**src/rtl/sram_responder.sv**
```systemverilog
// Bus slave that converts cs/we requests into timed asynchronous-SRAM cycles.
// Returns a level acknowledge that stays high until the master releases cs.
module sram_responder #(
    parameter int unsigned SRAM_AW       = 16,
    parameter int unsigned SETUP_CYCLES  = 1,
    parameter int unsigned ACCESS_CYCLES = 2,
    parameter int unsigned HOLD_CYCLES   = 1
) (
    input  logic               i_clk,
    input  logic               i_reset,
    input  logic [15:0]        i_addr,
    input  logic [7:0]         i_dat,
    output logic [7:0]         o_dat,
    input  logic               i_we,
    input  logic               i_cs,
    output logic               o_ack,
    output logic [SRAM_AW-1:0] o_sram_addr,
    output logic [7:0]         o_sram_dq,
    input  logic [7:0]         i_sram_dq,
    output logic               o_sram_dq_oe,
    output logic               o_sram_ce_n,
    output logic               o_sram_oe_n,
    output logic               o_sram_we_n
);

    localparam int unsigned CNT_W = 4;
    localparam logic [CNT_W-1:0] SETUP_LOAD  = CNT_W'(SETUP_CYCLES - 1);
    localparam logic [CNT_W-1:0] ACCESS_LOAD = CNT_W'(ACCESS_CYCLES - 1);
    localparam logic [CNT_W-1:0] HOLD_LOAD   = CNT_W'(HOLD_CYCLES - 1);

    typedef enum logic [2:0] {
        ST_IDLE,
        ST_SETUP,
        ST_ACCESS,
        ST_HOLD,
        ST_DONE
    } state_t;

    state_t             r_state, w_state_next;
    logic [CNT_W-1:0]   r_cnt, w_cnt_next;
    logic               r_we, w_we_next;
    logic [SRAM_AW-1:0] r_addr, w_addr_next;
    logic [7:0]         r_dq, w_dq_next;
    logic [7:0]         r_dat, w_dat_next;
    logic               r_ack, w_ack_next;
    logic               r_ce_n, w_ce_n_next;
    logic               r_oe_n, w_oe_n_next;
    logic               r_we_n, w_we_n_next;
    logic               r_dq_oe, w_dq_oe_next;
    logic               w_active_next;
    logic               w_strobe_next;

    // State, latched request and registered pad controls
    always_ff @(posedge i_clk or posedge i_reset) begin
        if (i_reset) begin
            r_state <= ST_IDLE;
            r_cnt   <= '0;
            r_we    <= 1'b0;
            r_addr  <= '0;
            r_dq    <= '0;
            r_dat   <= '0;
            r_ack   <= 1'b0;
            r_ce_n  <= 1'b1;
            r_oe_n  <= 1'b1;
            r_we_n  <= 1'b1;
            r_dq_oe <= 1'b0;
        end else begin
            r_state <= w_state_next;
            r_cnt   <= w_cnt_next;
            r_we    <= w_we_next;
            r_addr  <= w_addr_next;
            r_dq    <= w_dq_next;
            r_dat   <= w_dat_next;
            r_ack   <= w_ack_next;
            r_ce_n  <= w_ce_n_next;
            r_oe_n  <= w_oe_n_next;
            r_we_n  <= w_we_n_next;
            r_dq_oe <= w_dq_oe_next;
        end
    end

    // Next state plus pad controls decoded from the state being entered
    always_comb begin
        w_state_next = r_state;
        w_cnt_next   = r_cnt;
        w_we_next    = r_we;
        w_addr_next  = r_addr;
        w_dq_next    = r_dq;
        w_dat_next   = r_dat;

        case (r_state)
            ST_IDLE: begin
                if (i_cs) begin
                    w_addr_next  = SRAM_AW'(i_addr);
                    w_dq_next    = i_dat;
                    w_we_next    = i_we;
                    w_cnt_next   = SETUP_LOAD;
                    w_state_next = ST_SETUP;
                end
            end
            ST_SETUP: begin
                if (!i_cs) begin
                    w_state_next = ST_IDLE;
                end else if (r_cnt == '0) begin
                    w_cnt_next   = ACCESS_LOAD;
                    w_state_next = ST_ACCESS;
                end else begin
                    w_cnt_next = r_cnt - CNT_W'(1);
                end
            end
            ST_ACCESS: begin
                if (!i_cs) begin
                    w_state_next = ST_IDLE;
                end else if (r_cnt == '0) begin
                    if (!r_we) begin
                        w_dat_next   = i_sram_dq;
                        w_state_next = ST_DONE;
                    end else if (HOLD_CYCLES == 0) begin
                        w_state_next = ST_DONE;
                    end else begin
                        w_cnt_next   = HOLD_LOAD;
                        w_state_next = ST_HOLD;
                    end
                end else begin
                    w_cnt_next = r_cnt - CNT_W'(1);
                end
            end
            ST_HOLD: begin
                if (!i_cs) begin
                    w_state_next = ST_IDLE;
                end else if (r_cnt == '0) begin
                    w_state_next = ST_DONE;
                end else begin
                    w_cnt_next = r_cnt - CNT_W'(1);
                end
            end
            ST_DONE: begin
                if (!i_cs) begin
                    w_state_next = ST_IDLE;
                end
            end
            default: begin
                w_state_next = ST_IDLE;
            end
        endcase

        w_active_next = (w_state_next == ST_SETUP) || (w_state_next == ST_ACCESS) ||
                        (w_state_next == ST_HOLD);
        w_strobe_next = (w_state_next == ST_SETUP) || (w_state_next == ST_ACCESS);
        w_ack_next    = (w_state_next == ST_DONE);
        w_ce_n_next   = !w_active_next;
        w_oe_n_next   = !(w_strobe_next && !w_we_next);
        w_we_n_next   = !((w_state_next == ST_ACCESS) && w_we_next);
        w_dq_oe_next  = w_active_next && w_we_next;
    end

    assign o_dat        = r_dat;
    assign o_ack        = r_ack;
    assign o_sram_addr  = r_addr;
    assign o_sram_dq    = r_dq;
    assign o_sram_dq_oe = r_dq_oe;
    assign o_sram_ce_n  = r_ce_n;
    assign o_sram_oe_n  = r_oe_n;
    assign o_sram_we_n  = r_we_n;

endmodule

```
**config.mk**
```make
export PLATFORM = sky130hd
export DESIGN_NAME = sram_responder
export DESIGN_NICKNAME = d
export VERILOG_FILES = /design/src/rtl/sram_responder.sv
export SDC_FILE = /design/constraint.sdc
export NUM_CORES = 1
export LEC_CHECK = 0
export BUFFER_PORTS_ARGS = -buffer_cell sky130_fd_sc_hd__buf_2
export CAP_MARGIN = 20
export CORE_UTILIZATION = 50
export CTS_CLUSTER_SIZE = 10
export DETAILED_ROUTE_END_ITERATION = 12
export GPL_TIMING_DRIVEN = 1
export MAX_ROUTING_LAYER = met4
export PLACE_DENSITY = 0.81
export SKIP_LAST_GASP = 1
export SLEW_MARGIN = 10
export SYNTH_ARGS = -nofsm -noshare
export SYNTH_HDL_FRONTEND = slang
export SYNTH_SLANG_ARGS = --single-unit
```
**constraint.sdc**
```tcl
create_clock -name i_clk -period 2.55 [get_ports i_clk]
set_input_delay 0.51 -clock i_clk [delete_from_list [all_inputs] [get_ports i_clk]]
set_output_delay 0.51 -clock i_clk [all_outputs]
set_load 0.02 [all_outputs]
```
==> flow_summary.yaml <==
clock_tree:
  cts.hold.buffers_added: 0
  cts_tree: "built"
  clk_latency_ns: 0.29
  cts.reportedPaths.clkPinSlew_ns: 0.08
  clock_tree.root_cell: "clkbuf_8"
  cts_buffers: 5
  ctsResizeCount: 0
  clk_path_buf_depth: 2
  cts_max_level: 2
  cts.sinks: 45
  postCtsSetupRepairBufs: 0
worst_setup_path:
  path_cells: "inv_1 > ha_1 > nor3b_4 > a211oi_1 > a221o_1"
  max_stage_delay_ns: 0.45
  crit_path_end_kind: "flip-flop"
  arrival_ns: 2.01
  reg2regPathDepth: 5
  cp_max_fo: 10
  critPathBufInv: 1
  crit_type: "flip-flop to flip-flop"
  cp.depth: 5
  worstPathRequired_ns: 2.73
  crit_family: "compound AO/OA/AOI/OAI gates"
  worst_path_max_delay_cell: "nor3b_4"
  cp-start-kind: "flip-flop"
power_and_ir_drop:
  p_leak_nw: 1.19
  peakVddDrop_v: 0.000486
  finalPower_mw: 3.16
  powerDensity_nw_per_um2: 1300
yosys:
  synth_ff_type: "dfrtp_1"
  ys_types: 41
  yosysWarnings: 0
  synth_edf_count: 0
  ys_seq_area_share_pct: 58.1
  syn-instance-count: 133
  async_flop_share_pct: 100
  syn_area_per_cell_um2: 14.6
  syn_nets: 171
  synth_seq_cells: 45
  syn-cell-area_um2: 1940
layout:
  fin_cells: 256
  syn2layout_area_growth_pct: 25.3
  fin_area_um2: 2440
  diodes: 0
  nets: 246
  utilization_pct: 66.0
  drive_gt1_share_pct: 59.6
  mostFrequentLayoutCells: "72 x buf_2, 42 x dfrtp_1, 33 x mux2_2"
  final_common_cell: "buf_2"
worst_hold_path:
  hp-class: "input pin to async pin"
timing:
  setup_violations: 0
  setup_tns_ns: 0
  fin_ws_ns: 0.712
  fin_crit_ns: 1.84
  fin_crit_sh_pct: 72.1
  slew_headroom_pct: 64.1
  slew_viol_final: 0
  hold_viol: 0
  holdWs_ns: 0.333
  rsz0062_at_grt: "no"
  worstMarginPinSlew_ns: 0.538
  clock.fmax_mhz: 544
  clock_skew_ns: 0.00342
route:
  drt_wl_total_mm: 3.60
  drt_iter0_markers: 56
  antenna_left: 0
  drc_errors: 0
  via_per_inst: 5.25
  first_pass_iters: 4
  dr_total_vias: 1344
  wl_per_cell_um: 14.1
floorplan:
  coreArea_um2: 3690
  initial_utilization_pct: 52.7
  fp-row-count: 22
  ios: 73
  dieArea_um2: 4140
  die_x_um: 64.4
  die_h_um: 64.4
placed_design:
  dp_slack_ns: 0.752
  placed_cell_area_um2: 2330
  hpwl_mm: 2.77
  io_buffers: 72
  gp_congestion: 0.906
  placed_cells: 249
grt:
  grt_overflow_total: 0
  grt_pass1_wl_mm: 6.05
  grt_pass1_vias: 1343
  antenna_found_initial: 0
  track_usage_pct: 19.8
  grt_max_degree: 46
run_status:
  status: "completed"
job:
  cap_violations: 0
## power breakdown
group          total (mW)  switching (mW)  internal (mW)
clock network       0.501           0.216          0.284
registers            1.26           0.224           1.03
logic                1.40           0.765          0.636
total                3.16            1.21           1.95
## synth_stat cells, types with 2 or more instances
library cell	n	area, um^2
a221o_1	2	20.0
nor4_1	2	12.5
ha_1	2	25.0
dfstp_2	3	78.8
buf_6	3	33.8
nand2b_1	4	25.0
mux2_2	33	372
a21boi_0	2	15.0
dfrtp_1	42	1050
a211oi_1	2	15.0
inv_1	3	11.3
nor2b_1	2	12.5
and2b_1	2	15.0
nand2_1	4	15.0
## metal layers
layer  vias to the layer above  track usage, %  wire length, um
met5                         -               -                0
met4                         0            8.89               48
met3                         7            4.46              260
met2                        59            30.0             1740
met1                       648            25.5             1550
li1                        630               -                -
## worst paths after layout
check / startpoint / to / slack, ns
worst min register to register: o_dat[7]$_DFFE_PP0P_ / o_dat[7]$_DFFE_PP0P_ / 0.50
max in group asynchronous: i_reset / o_sram_we_n$_DFF_PP1_ / 1.84
min in group i_clk: i_sram_dq[7] / o_dat[7]$_DFFE_PP0P_ / 0.44
worst max register to register: r_cnt[0]$_DFFE_PP0P_ / r_cnt[3]$_DFFE_PP0P_ / 0.71
worst min-delay path: i_reset / o_sram_addr[3]$_DFFE_PP0P_ / 0.33
worst max-delay path: r_cnt[0]$_DFFE_PP0P_ / r_cnt[3]$_DFFE_PP0P_ / 0.71
## cell type report
cell class                 count  area, um^2
fill                         283        1250
tap                           48        60.1
sequential                    45        1130
clock inverter                 2        35.0
inverter                       3        11.3
clock buffer                   5        68.8
multi-input combinational     79         756
timing repair buffer          74         375
## state kept, by name (all words and copies together), names as in the netlist
name / count
o_dat: 8
o_sram_we_n: 1
o_ack: 1
r_we: 1
o_sram_ce_n: 1
r_cnt: 4
o_sram_addr: 16
r_state: 3
o_sram_dq: 8
o_sram_dq_oe: 1
o_sram_oe_n: 1
## cells by family after synthesis
logic type | after synthesis | share of synthesized area (%)
compound gates | 17 | 7.01
simple gates | 26 | 10.7
flops | 45 | 58.1
mux | 34 | 19.9
fa+ha+maj | 2 | 1.29
buf+inv | 9 | 3.02
## tightest hold or removal path, delay by kind of cell
kind                   cells  cell delay (ns)
buffers and inverters      3             0.57
Note: power is estimated with default switching activity, not from simulation.
